## src/rtl/pzcorebus_request_arbiter_pkg.sv

```systemverilog
// Shared pzcorebus types for the request arbiter slice.
//   pzcorebus_config             : bus widths shared by every port of a bus instance
//   pzcorebus_command_type       : request command encoding
//   pzcorebus_command_with_data  : true for commands followed by a write-data burst
package pzcorebus_request_arbiter_pkg;

  typedef struct packed {
    int id_width;
    int address_width;
    int length_width;
    int param_width;
    int info_width;
    int data_width;
  } pzcorebus_config;

  localparam pzcorebus_config PZCOREBUS_DEFAULT_CONFIG = '{
    id_width:      4,
    address_width: 32,
    length_width:  4,
    param_width:   4,
    info_width:    4,
    data_width:    32
  };

  typedef enum logic [3:0] {
    PZCOREBUS_NULL_COMMAND     = 4'h0,
    PZCOREBUS_READ             = 4'h1,
    PZCOREBUS_WRITE            = 4'h2,
    PZCOREBUS_WRITE_NON_POSTED = 4'h3,
    PZCOREBUS_BROADCAST        = 4'h4,
    PZCOREBUS_ATOMIC           = 4'h5,
    PZCOREBUS_MESSAGE          = 4'h6
  } pzcorebus_command_type;

  function automatic logic pzcorebus_command_with_data(input pzcorebus_command_type cmd);
    case (cmd)
      PZCOREBUS_WRITE,
      PZCOREBUS_WRITE_NON_POSTED,
      PZCOREBUS_BROADCAST,
      PZCOREBUS_ATOMIC:  return 1'b1;
      default:           return 1'b0;
    endcase
  endfunction

endpackage

```

## src/rtl/pzcorebus_request_arbiter_rr.sv

```systemverilog
// Round-robin selector with a registered priority pointer.
//   i_clk, i_rst  : clock, synchronous active-high reset (pointer -> 0)
//   request       : per-port request set
//   update        : a command was accepted this cycle
//   update_index  : index of the accepted port; pointer moves just past it
//   grant         : one-hot winner, lowest index at or after the pointer
module pzcorebus_request_arbiter_rr #(
  parameter  int REQUESTS = 2,
  localparam int IW       = $clog2(REQUESTS)
)(
  input  logic                i_clk,
  input  logic                i_rst,
  input  logic [REQUESTS-1:0] request,
  input  logic                update,
  input  logic [IW-1:0]       update_index,
  output logic [REQUESTS-1:0] grant
);

  logic [IW-1:0] pointer_reg;

  always_comb begin
    logic          found;
    logic [IW:0]   sum;
    logic [IW-1:0] idx;
    grant = '0;
    found = 1'b0;
    for (int i = 0; i < REQUESTS; i++) begin
      // wrap pointer+i without relying on a power-of-two port count
      sum = {1'b0, pointer_reg} + (IW+1)'(i);
      if (sum >= (IW+1)'(REQUESTS)) begin
        sum = sum - (IW+1)'(REQUESTS);
      end
      idx = sum[IW-1:0];
      if (!found && request[idx]) begin
        grant[idx] = 1'b1;
        found      = 1'b1;
      end
    end
  end

  always_ff @(posedge i_clk) begin
    if (i_rst) begin
      pointer_reg <= '0;
    end else if (update) begin
      pointer_reg <= (update_index == IW'(REQUESTS - 1)) ? '0 : update_index + IW'(1);
    end
  end

endmodule

```

## src/rtl/pzcorebus_request_arbiter.sv

```systemverilog
// Shares one pzcorebus request channel between REQUESTS upstream masters.
// Commands are granted round-robin; write data follows command-grant order
// through a small order FIFO of port indices.
//   i_clk, i_rst     : clock, synchronous active-high reset
//   slave_*          : per-port upstream request channels (command + write data)
//   master_*         : shared downstream request channel
//   o_grant          : one-hot port whose command is on master_* this cycle
module pzcorebus_request_arbiter
  import pzcorebus_request_arbiter_pkg::*;
#(
  parameter pzcorebus_config BUS_CONFIG      = PZCOREBUS_DEFAULT_CONFIG,
  parameter int              REQUESTS        = 2,
  parameter int              DATA_FIFO_DEPTH = 4
)(
  input  logic                                 i_clk,
  input  logic                                 i_rst,
  input  logic [REQUESTS-1:0]                  slave_mcmd_valid,
  output logic [REQUESTS-1:0]                  slave_scmd_accept,
  input  pzcorebus_command_type                slave_mcmd [REQUESTS],
  input  logic [BUS_CONFIG.id_width-1:0]       slave_mid [REQUESTS],
  input  logic [BUS_CONFIG.address_width-1:0]  slave_maddr [REQUESTS],
  input  logic [BUS_CONFIG.length_width-1:0]   slave_mlength [REQUESTS],
  input  logic [BUS_CONFIG.param_width-1:0]    slave_mparam [REQUESTS],
  input  logic [BUS_CONFIG.info_width-1:0]     slave_minfo [REQUESTS],
  input  logic [REQUESTS-1:0]                  slave_mdata_valid,
  output logic [REQUESTS-1:0]                  slave_sdata_accept,
  input  logic [BUS_CONFIG.data_width-1:0]     slave_mdata [REQUESTS],
  input  logic [BUS_CONFIG.data_width/8-1:0]   slave_mdata_byteen [REQUESTS],
  input  logic [REQUESTS-1:0]                  slave_mdata_last,
  output logic                                 master_mcmd_valid,
  input  logic                                 master_scmd_accept,
  output pzcorebus_command_type                master_mcmd,
  output logic [BUS_CONFIG.id_width-1:0]       master_mid,
  output logic [BUS_CONFIG.address_width-1:0]  master_maddr,
  output logic [BUS_CONFIG.length_width-1:0]  master_mlength,
  output logic [BUS_CONFIG.param_width-1:0]    master_mparam,
  output logic [BUS_CONFIG.info_width-1:0]     master_minfo,
  output logic                                 master_mdata_valid,
  input  logic                                 master_sdata_accept,
  output logic [BUS_CONFIG.data_width-1:0]     master_mdata,
  output logic [BUS_CONFIG.data_width/8-1:0]   master_mdata_byteen,
  output logic                                 master_mdata_last,
  output logic [REQUESTS-1:0]                  o_grant
);

  localparam int IW = $clog2(REQUESTS);
  localparam int PW = $clog2(DATA_FIFO_DEPTH);
  localparam int CW = $clog2(DATA_FIFO_DEPTH + 1);

  logic [REQUESTS-1:0] with_data;
  logic [REQUESTS-1:0] request;
  logic [REQUESTS-1:0] arb_grant;
  logic [REQUESTS-1:0] grant;
  logic [IW-1:0]       grant_index;
  logic                cmd_accept;
  logic                cmd_data_accept;
  logic                lock_valid_reg;
  logic [REQUESTS-1:0] lock_grant_reg;

  logic [IW-1:0]       fifo_mem [DATA_FIFO_DEPTH];
  logic [PW-1:0]       wr_ptr_reg;
  logic [PW-1:0]       rd_ptr_reg;
  logic [CW-1:0]       count_reg;
  logic [CW-1:0]       count_next;
  logic                empty_reg;
  logic                full_reg;
  logic                bypass;
  logic                owner_valid;
  logic [IW-1:0]       owner_index;
  logic                last_accept;
  logic                push;
  logic                pop;

  // Data-carrying commands sit out while the order FIFO has no room.
  for (genvar gi = 0; gi < REQUESTS; gi++) begin : g_request
    assign with_data[gi] = pzcorebus_command_with_data(slave_mcmd[gi]);
    assign request[gi]   = slave_mcmd_valid[gi] && !(with_data[gi] && full_reg);
  end

  pzcorebus_request_arbiter_rr #(
    .REQUESTS (REQUESTS)
  ) u_rr (
    .i_clk        (i_clk),
    .i_rst        (i_rst),
    .request      (request),
    .update       (cmd_accept),
    .update_index (grant_index),
    .grant        (arb_grant)
  );

  // A presented but unaccepted command keeps its grant until accepted.
  assign grant = i_rst ? '0 : (lock_valid_reg ? lock_grant_reg : arb_grant);

  always_comb begin
    grant_index = '0;
    for (int i = 0; i < REQUESTS; i++) begin
      if (grant[i]) begin
        grant_index = IW'(i);
      end
    end
  end

  assign master_mcmd_valid = |(grant & slave_mcmd_valid);
  assign master_mcmd       = slave_mcmd[grant_index];
  assign master_mid        = slave_mid[grant_index];
  assign master_maddr      = slave_maddr[grant_index];
  assign master_mlength    = slave_mlength[grant_index];
  assign master_mparam     = slave_mparam[grant_index];
  assign master_minfo      = slave_minfo[grant_index];
  assign o_grant           = grant;
  assign cmd_accept        = master_mcmd_valid && master_scmd_accept;
  assign cmd_data_accept   = cmd_accept && with_data[grant_index];

  always_ff @(posedge i_clk) begin
    if (i_rst) begin
      lock_valid_reg <= 1'b0;
      lock_grant_reg <= '0;
    end else begin
      lock_valid_reg <= master_mcmd_valid && !master_scmd_accept;
      lock_grant_reg <= grant;
    end
  end

  // Data owner: FIFO head, or the write being accepted right now when the
  // FIFO is empty so a single-beat write can finish in its command cycle.
  assign bypass      = empty_reg && cmd_data_accept;
  assign owner_valid = !i_rst && (!empty_reg || bypass);
  assign owner_index = empty_reg ? grant_index : fifo_mem[rd_ptr_reg];

  assign master_mdata_valid  = owner_valid && slave_mdata_valid[owner_index];
  assign master_mdata        = slave_mdata[owner_index];
  assign master_mdata_byteen = slave_mdata_byteen[owner_index];
  assign master_mdata_last   = slave_mdata_last[owner_index];

  for (genvar gi = 0; gi < REQUESTS; gi++) begin : g_accept
    assign slave_scmd_accept[gi]  = grant[gi] && master_scmd_accept;
    assign slave_sdata_accept[gi] = owner_valid && (owner_index == IW'(gi)) && master_sdata_accept;
  end

  assign last_accept = master_mdata_valid && master_sdata_accept && master_mdata_last;
  assign push        = cmd_data_accept && !(bypass && last_accept);
  assign pop         = last_accept && !empty_reg;

  function automatic logic [PW-1:0] ptr_inc(input logic [PW-1:0] p);
    return (p == PW'(DATA_FIFO_DEPTH - 1)) ? '0 : p + PW'(1);
  endfunction

  always_comb begin
    count_next = count_reg;
    if (push && !pop) begin
      count_next = count_reg + CW'(1);
    end else if (pop && !push) begin
      count_next = count_reg - CW'(1);
    end
  end

  always_ff @(posedge i_clk) begin
    if (push) begin
      fifo_mem[wr_ptr_reg] <= grant_index;
    end
  end

  // Flags are registered from the next occupancy so they leave flops.
  always_ff @(posedge i_clk) begin
    if (i_rst) begin
      wr_ptr_reg <= '0;
      rd_ptr_reg <= '0;
      count_reg  <= '0;
      empty_reg  <= 1'b1;
      full_reg   <= 1'b0;
    end else begin
      if (push) begin
        wr_ptr_reg <= ptr_inc(wr_ptr_reg);
      end
      if (pop) begin
        rd_ptr_reg <= ptr_inc(rd_ptr_reg);
      end
      count_reg <= count_next;
      empty_reg <= (count_next == '0);
      full_reg  <= (count_next == CW'(DATA_FIFO_DEPTH));
    end
  end

endmodule

```

## config.mk

```make
export PLATFORM = sky130hd
export DESIGN_NAME = pzcorebus_request_arbiter
export DESIGN_NICKNAME = d
export VERILOG_FILES = /design/src/rtl/pzcorebus_request_arbiter_pkg.sv /design/src/rtl/pzcorebus_request_arbiter_rr.sv /design/src/rtl/pzcorebus_request_arbiter.sv
export SDC_FILE = /design/constraint.sdc
export NUM_CORES = 1
export LEC_CHECK = 0
export ABC_CLOCK_PERIOD_IN_PS = 2850
export BUFFER_PORTS_ARGS = -buffer_cell sky130_fd_sc_hd__buf_2
export CORE_AREA = 2 2 110 112
export CTS_BUF_LIST = sky130_fd_sc_hd__clkbuf_2 sky130_fd_sc_hd__clkbuf_4 sky130_fd_sc_hd__clkbuf_8
export CTS_CLUSTER_SIZE = 8
export DETAILED_ROUTE_END_ITERATION = 8
export DIE_AREA = 0 0 112 114
export GPL_TIMING_DRIVEN = 0
export PLACE_DENSITY = 0.58
export SLEW_MARGIN = 40
export SYNTH_ARGS = -nofsm -noshare
export SYNTH_HDL_FRONTEND = slang
export SYNTH_SLANG_ARGS = --single-unit
```

## constraint.sdc

```tcl
create_clock -name i_clk -period 2.85 [get_ports i_clk]
set_input_delay 0.57 -clock i_clk [delete_from_list [all_inputs] [get_ports i_clk]]
set_output_delay 0.57 -clock i_clk [all_outputs]
set_load 0.1 [all_outputs]
```

After elaboration in Yosys (flattened, before gate mapping)
Memory sizes are Yosys's and may differ from the RTL's. A register that Yosys moved wholly into a read port is not among the register bits.
Cells that the tools add are included.
{"block": "classes", "addsub": 8, "magnitude_cmp": 10, "eq_ne": 11, "mux": 58, "bitwise": 5, "reduce_logical": 40}
{"cell": "2-to-1 mux 32 bit", "n": 6}
{"cell": "2-to-1 mux 4 bit", "n": 18}
{"cell": "logical AND 1 bit", "n": 26}
{"cell": "2-to-1 mux 1 bit", "n": 22}
{"cell": "equality test 4 x 2 -> 1 bit (second input constant)", "n": 4}
{"cell": "equality test 4 x 3 -> 1 bit (second input constant)", "n": 4}
{"cell": "2-to-1 mux 2 bit", "n": 8}
{"cell": "zero test 1 bit", "n": 9}
{"cell": "< comparator 1 x 2 -> 1 bit (second input constant)", "n": 4}
{"cell": "OR reduction 4 bit", "n": 2}
{"cell": ">= comparator 2 bit (second input constant)", "n": 3}
{"cell": "2-to-1 mux 3 bit", "n": 2}
{"cell": "adder 2 x 1 -> 2 bit (second input constant)", "n": 2}
{"cell": "equality test 2 bit (second input constant)", "n": 2}
{"cell": "NOT 1 -> 2 bit", "n": 2}
{"cell": "adder 3 x 1 -> 3 bit (second input constant)", "n": 1}
{"cell": "equality test 3 bit (second input constant)", "n": 1}
{"cell": "zero test 3 bit", "n": 1}
{"cell": "subtractor 3 x 1 -> 3 bit (second input constant)", "n": 1}
{"cell": "adder 1 x 1 -> 2 bit (second input constant)", "n": 1}
{"cell": "AND 2 bit", "n": 1}
{"cell": "demux 1 bit (select 1 bit)", "n": 2}
{"cell": ">= comparator 1 bit (second input constant)", "n": 2}
{"cell": ">= comparator 1 x 2 -> 1 bit (second input constant)", "n": 1}
{"cell": "other kinds (6)", "n": 7}
{"block": "word_totals", "regBits": 13, "ram_bits": 4, "input_bits": 186, "out_inout_bits": 97, "word_cells": 141, "memories": 1}
{"memory": "fifo_mem", "depth": 4, "word_bits": 1, "rd": 1, "rd_clocked_by_memory_dff": 1, "wr": 1, "line": "pzcorebus_request_arbiter.sv:60", "source": "logic [IW-1:0] fifo_mem [DATA_FIFO_DEPTH];"}

Logic depth before layout (Yosys ltp)
{"block": "logic_depth", "depth_word": 32, "ltp_mapped": 8}

Modules after synthesis
Synthesis repeated with hierarchy kept, for this count alone.
{"block": "unflattened", "hier_cells": 220, "area_unflattened_um2": 2170.8}
{"mod": "pzcorebus_request_arbiter", "n_inst": 1, "cells_per_inst": 214, "area_each_um2": 2115.8, "seq_area_each_um2": 400.4}
{"mod": "pzcorebus_request_arbiter_rr", "n_inst": 1, "cells_per_inst": 6, "area_each_um2": 55.1, "seq_area_each_um2": 20.0}

Worst setup path before layout
OpenSTA, ideal clock, no wires.
{"block": "synth_timing", "path_type": "in2out", "start": "input slave_mcmd[2] (netlist bit)", "end": "output master_mdata_valid", "arrival_ps": 4502, "required_time_ps": 2280, "slack_ps": -2222, "stages": 6, "path_cell_list": "xnor2_1 > o31a_1 > a211o_1 > a21oi_4 > nand3_4 > a211oi_1"}
{"block": "synth_via", "elab_chain_len": 22}
{"item": "from (decl)", "line": "pzcorebus_request_arbiter.sv:19", "source": "input pzcorebus_command_type slave_mcmd [REQUESTS],"}
{"item": "equality test 4 x 2 -> 1 bit / equality test 4 x 3 -> 1 bit (equally long branches)", "line": "pzcorebus_request_arbiter_pkg.sv:36", "source": "case (cmd)"}
{"item": "OR reduction 4 bit *", "line": "pzcorebus_request_arbiter_pkg.sv:36"}
{"item": "2-to-1 mux 1 bit *", "line": "pzcorebus_request_arbiter_pkg.sv:36"}
{"item": "logical AND 1 bit *", "line": "pzcorebus_request_arbiter.sv:77", "source": "assign request[gi] = slave_mcmd_valid[gi] && !(with_data[gi] && full_reg);"}
{"item": "zero test 1 bit *", "line": "pzcorebus_request_arbiter.sv:77"}
{"item": "logical AND 1 bit *", "line": "pzcorebus_request_arbiter.sv:77"}
{"item": "2-to-1 mux 1 bit (implied by the code) (2 in series)", "line": "pzcorebus_request_arbiter_rr.sv:34", "source": "if (!found && request[idx]) begin"}
{"item": "2-to-1 mux 1 bit", "line": "pzcorebus_request_arbiter_rr.sv:34"}
{"item": "(+6 left out)"}
{"item": "OR reduction 2 bit *", "line": "pzcorebus_request_arbiter.sv:103", "source": "assign master_mcmd_valid = |(grant & slave_mcmd_valid);"}
{"item": "via master_mcmd_valid", "line": "pzcorebus_request_arbiter.sv:30", "source": "output logic master_mcmd_valid,"}
{"item": "logical AND 1 bit *", "line": "pzcorebus_request_arbiter.sv:111", "source": "assign cmd_accept = master_mcmd_valid && master_scmd_accept;"}
{"item": "logical AND 1 bit *", "line": "pzcorebus_request_arbiter.sv:112", "source": "assign cmd_data_accept = cmd_accept && with_data[grant_index];"}
{"item": "logical AND 1 bit *", "line": "pzcorebus_request_arbiter.sv:126", "source": "assign bypass = empty_reg && cmd_data_accept;"}
{"item": "logical OR 1 bit *", "line": "pzcorebus_request_arbiter.sv:127", "source": "assign owner_valid = !i_rst && (!empty_reg || bypass);"}
{"item": "logical AND 1 bit *", "line": "pzcorebus_request_arbiter.sv:127"}
{"item": "logical AND 1 bit *", "line": "pzcorebus_request_arbiter.sv:130", "source": "assign master_mdata_valid = owner_valid && slave_mdata_valid[owner_index];"}
{"item": "to (decl)", "line": "pzcorebus_request_arbiter.sv:38", "source": "output logic master_mdata_valid,"}
Mark *: on every way through the listed nets, which the timed path passes. The rest lies on a longest branch. The select of a mux whose other input is x is not followed.

Worst setup path in the final report
{"block": "layout_timing", "start": "input slave_mcmd[1] (netlist bit)", "end": "output master_mdata_valid"}
{"block": "layout_via", "elab_chain_len": 22}
{"item": "equality test 4 x 2 -> 1 bit / equality test 4 x 3 -> 1 bit (equally long branches)", "line": "pzcorebus_request_arbiter_pkg.sv:36"}
{"item": "OR reduction 4 bit *", "line": "pzcorebus_request_arbiter_pkg.sv:36"}
{"item": "2-to-1 mux 1 bit *", "line": "pzcorebus_request_arbiter_pkg.sv:36"}
{"item": "logical AND 1 bit", "line": "pzcorebus_request_arbiter.sv:77"}
{"item": "zero test 1 bit", "line": "pzcorebus_request_arbiter.sv:77"}
{"item": "logical AND 1 bit", "line": "pzcorebus_request_arbiter.sv:77"}
{"item": "2-to-1 mux 1 bit (implied by the code) (2 in series)", "line": "pzcorebus_request_arbiter_rr.sv:34"}
{"item": "2-to-1 mux 1 bit", "line": "pzcorebus_request_arbiter_rr.sv:34"}
{"item": "(+5 left out)"}
{"item": "2-to-1 mux 1 bit / AND 2 bit (equally long branches)", "line": "pzcorebus_request_arbiter.sv:97, pzcorebus_request_arbiter.sv:103"}
{"item": "2-to-1 mux 1 bit (implied by the code) / OR reduction 2 bit (equally long branches)", "line": "pzcorebus_request_arbiter.sv:112, pzcorebus_request_arbiter.sv:103"}
{"item": "2-to-1 mux 1 bit (implied by the code) / logical AND 1 bit (equally long branches)", "line": "pzcorebus_request_arbiter.sv:112, pzcorebus_request_arbiter.sv:111"}
{"item": "logical AND 1 bit", "line": "pzcorebus_request_arbiter.sv:112"}
{"item": "logical AND 1 bit", "line": "pzcorebus_request_arbiter.sv:126"}
{"item": "logical OR 1 bit", "line": "pzcorebus_request_arbiter.sv:127"}
{"item": "logical AND 1 bit", "line": "pzcorebus_request_arbiter.sv:127"}
{"item": "logical AND 1 bit *", "line": "pzcorebus_request_arbiter.sv:130"}
Every way passes the cells marked *; elsewhere a longest branch is shown, timed or not. The select of a mux whose other input is x is not followed.

==> flow_summary.ini <==
[worst_setup_path]
crit_fanout = 3
rr_startpoint = full_reg
cp-end-kind = primary output
worst_r2r_endpoint = empty_reg
worstRegToRegCells = 11
crit_chain = buf_8, xnor2_4, o31a_1, buf_4, a211o_4, a21oi_4, nand3_4, a211oi_4, buf_12
slowest_delay_ns = 0.35
crit_type = input pin to primary output
reg2reg_slack_ns = 0.31
worstPathArrival_ns = 2.44
start_kind = input pin
required_ns = 2.28
cp_slowest_cell = a211o_4

[final_layout]
final_common_cell = buf_2
nets = 835
multiInputGateArea_mm2 = 0.00213
nFillCells = 1036
layout_common_cells = 182 x buf_2, 104 x nand2_1, 76 x buf_12
stdcell_count = 788
drive_gt1_share_pct = 70.2
area_growth_pct = 162
design_area_mm2 = 0.00600
fin_util_pct = 51.2
sequential_cell_area_um2 = 422
n_antenna_cell = 0

[pwr]
power_frac_comb_pct = 82.6
p_per_area_mw_per_mm2 = 481
p_seq_share_pct = 10.7
ir_drop_mv = 0.318
p_int_mw = 1.28
finalPower_mw = 2.88
pwr-share-clk_pct = 6.7
switchingPower_mw = 1.60
switching_share_pct = 55.6
p_leak_nw = 3.01

[global_route]
gr-total-overflow = 0
grt_pass1_vias = 3489
track_usage_pct = 16.5
antenna_found_initial = 0
grt_pass1_wl_mm = 17.1
grt_max_degree = 15

[die]
die_h_um = 114
io_pins = 283
dieArea_mm2 = 0.0128
rows = 40
core_mm2 = 0.0117
start_util_pct = 19.5
die_x_um = 112

[logic_synthesis]
synth_edf_count = 4
synthCells = 334
async_reset_ff_share_pct = 0
seq_area_frac_synth_pct = 18.4
synthesis.nets = 527
ys_seq_elements = 19
synth_warnings = 0
synth_cell_types = 48
syn_area_per_cell_um2 = 6.84
ys_dominant_reg_cell = dfxtp_1
syn-cell-area_mm2 = 0.00228

[hold_path]
hold_path.class = flop to flop
holdPathEnd = rd_ptr_reg[0]
min_from = rd_ptr_reg[0]
hold_depth = 2

[placed_design]
place_hpwl_mm = 8.48
place_ws_ns = -0.913
dpl-instance-area_mm2 = 0.00408
gp_congestion = 0.838
dp_cells = 762
numPortBuffers = 281

[sta]
hold_violations = 0
slew_viol_final = 0
grt_setup_unrepaired = yes
maxSlewHeadroom_pct = 67.0
skew_ns = 0.00183
period_minus_slack_ns = 3.01
period_share_pct = 106
fmax_ghz = 0.332
tightest_slew_ns = 0.495
holdWs_ns = 0.534
tns_ns = -1.28
fin_ws_ns = -0.161
setup_violations = 36

[detailed_routing]
num_vias = 3496
dr.pass1.iters = 4
vias_per_cell = 4.44
drtIter0Drc = 126
drt_wl_total_mm = 12.1
drc = 0
wl_per_cell_um = 15.4
ant_nets = 0

[cts]
htreeDepth = 1
cts_root_buf = clkbuf_8
clkSinkCount = 19
clock_path_buffers = 2
cts_tree = yes
numCtsBuffers = 3
clk_latency_ns = 0.25
clkSlewWorstSetupHoldPaths_ns = 0.07

[outcome]
failed_checks = setup timing
status = finished, violations left

[job]
cap_violations = 0
-- synth_stat cells (2+ instances only) --
master / instances / area share [%]
a211o_1: 2 / 0.77
a211oi_1: 3 / 0.99
a21oi_1: 9 / 2.0
and2_1: 5 / 1.4
buf_4: 2 / 0.66
clkbuf_1: 14 / 2.3
dfxtp_1: 15 / 13
edfxtp_1: 4 / 5.3
ha_1: 7 / 3.8
inv_1: 9 / 1.5
mux2_2: 39 / 19
mux2i_1: 5 / 2.2
nand2_1: 163 / 27
nand3_1: 4 / 0.88
nor2_1: 13 / 2.1
nor2b_1: 2 / 0.55
nor4_1: 2 / 0.55
o21ai_0: 4 / 0.88
xnor2_1: 3 / 1.2
-- critical path: cells and delay by family --
kind                      cells  cell delay [ns]
buffers and inverters         3             0.48
AOI/OAI and AO/OA             4             1.11
and+or+nand+nor               1             0.13
xor gates and xnor gates      1             0.15
-- power groups by stage --
stage	sequential (mW)	clock, mW	combinational, mW
3_5_place_dp	0.314	0	1.73
6_report	0.309	0.194	2.38
4_1_cts	0.308	0.204	2.21
3_3_place_gp	0.314	0	1.71
2_1_floorplan	0.309	0	1.42
5_1_grt	0.312	0.217	2.45
-- worst max path at each step --
stage | startpoint | cells after the start | end | slack, ns
detailed placement | slave_mcmd[1] | 9 | master_mlength[2] | -0.91
global route | slave_mcmd[1] | 9 | master_mdata_valid | -0.20
finish | slave_mcmd[1] | 9 | master_mdata_valid | -0.16
global placement | slave_mcmd[1] | 9 | master_mparam[2] | -0.87
CTS | slave_mcmd[1] | 9 | master_mdata[23] | -0.16
floorplan | slave_mcmd[2] | 6 | master_mdata_valid | -0.89
-- metal layers --
metal  track usage (%)  share of wire (%)  wire, um
met1              19.6                 40      4820
met2              32.3                 54      6550
met3              2.66                5.1       621
met4              1.79               0.86       104
met5                 0                  0         0
-- final cells by class --
type	instances	share of cell area, %
repair buffers	302	48.4
multi-input cells	288	35.6
flip-flops and latches	19	7.03
plain buffers	18	4.46
well taps	147	3.07
clock buffers	4	0.814
inverters	10	0.668
-- cell families after synthesis --
kind of cell | Yosys count | synth area share, %
compound gates | 29 | 10.9
xor+xnor | 3 | 1.15
fa+ha+maj | 7 | 3.83
buf+inv | 28 | 5.20
flops | 19 | 18.4
mux | 47 | 23.7
simple gates | 201 | 36.9
-- repair_timing --
item | CTS | global route
endpoints found under the hold margin | 0 | 0
cloned | 4 | 3
pin swaps | 16 | 10
setup buffers | 9 | 10
endpoints found under the setup margin | 97 | 94
resized for setup | 371 | 79
hold buffers | 0 | 0
Power figures use the tool's default switching activity.
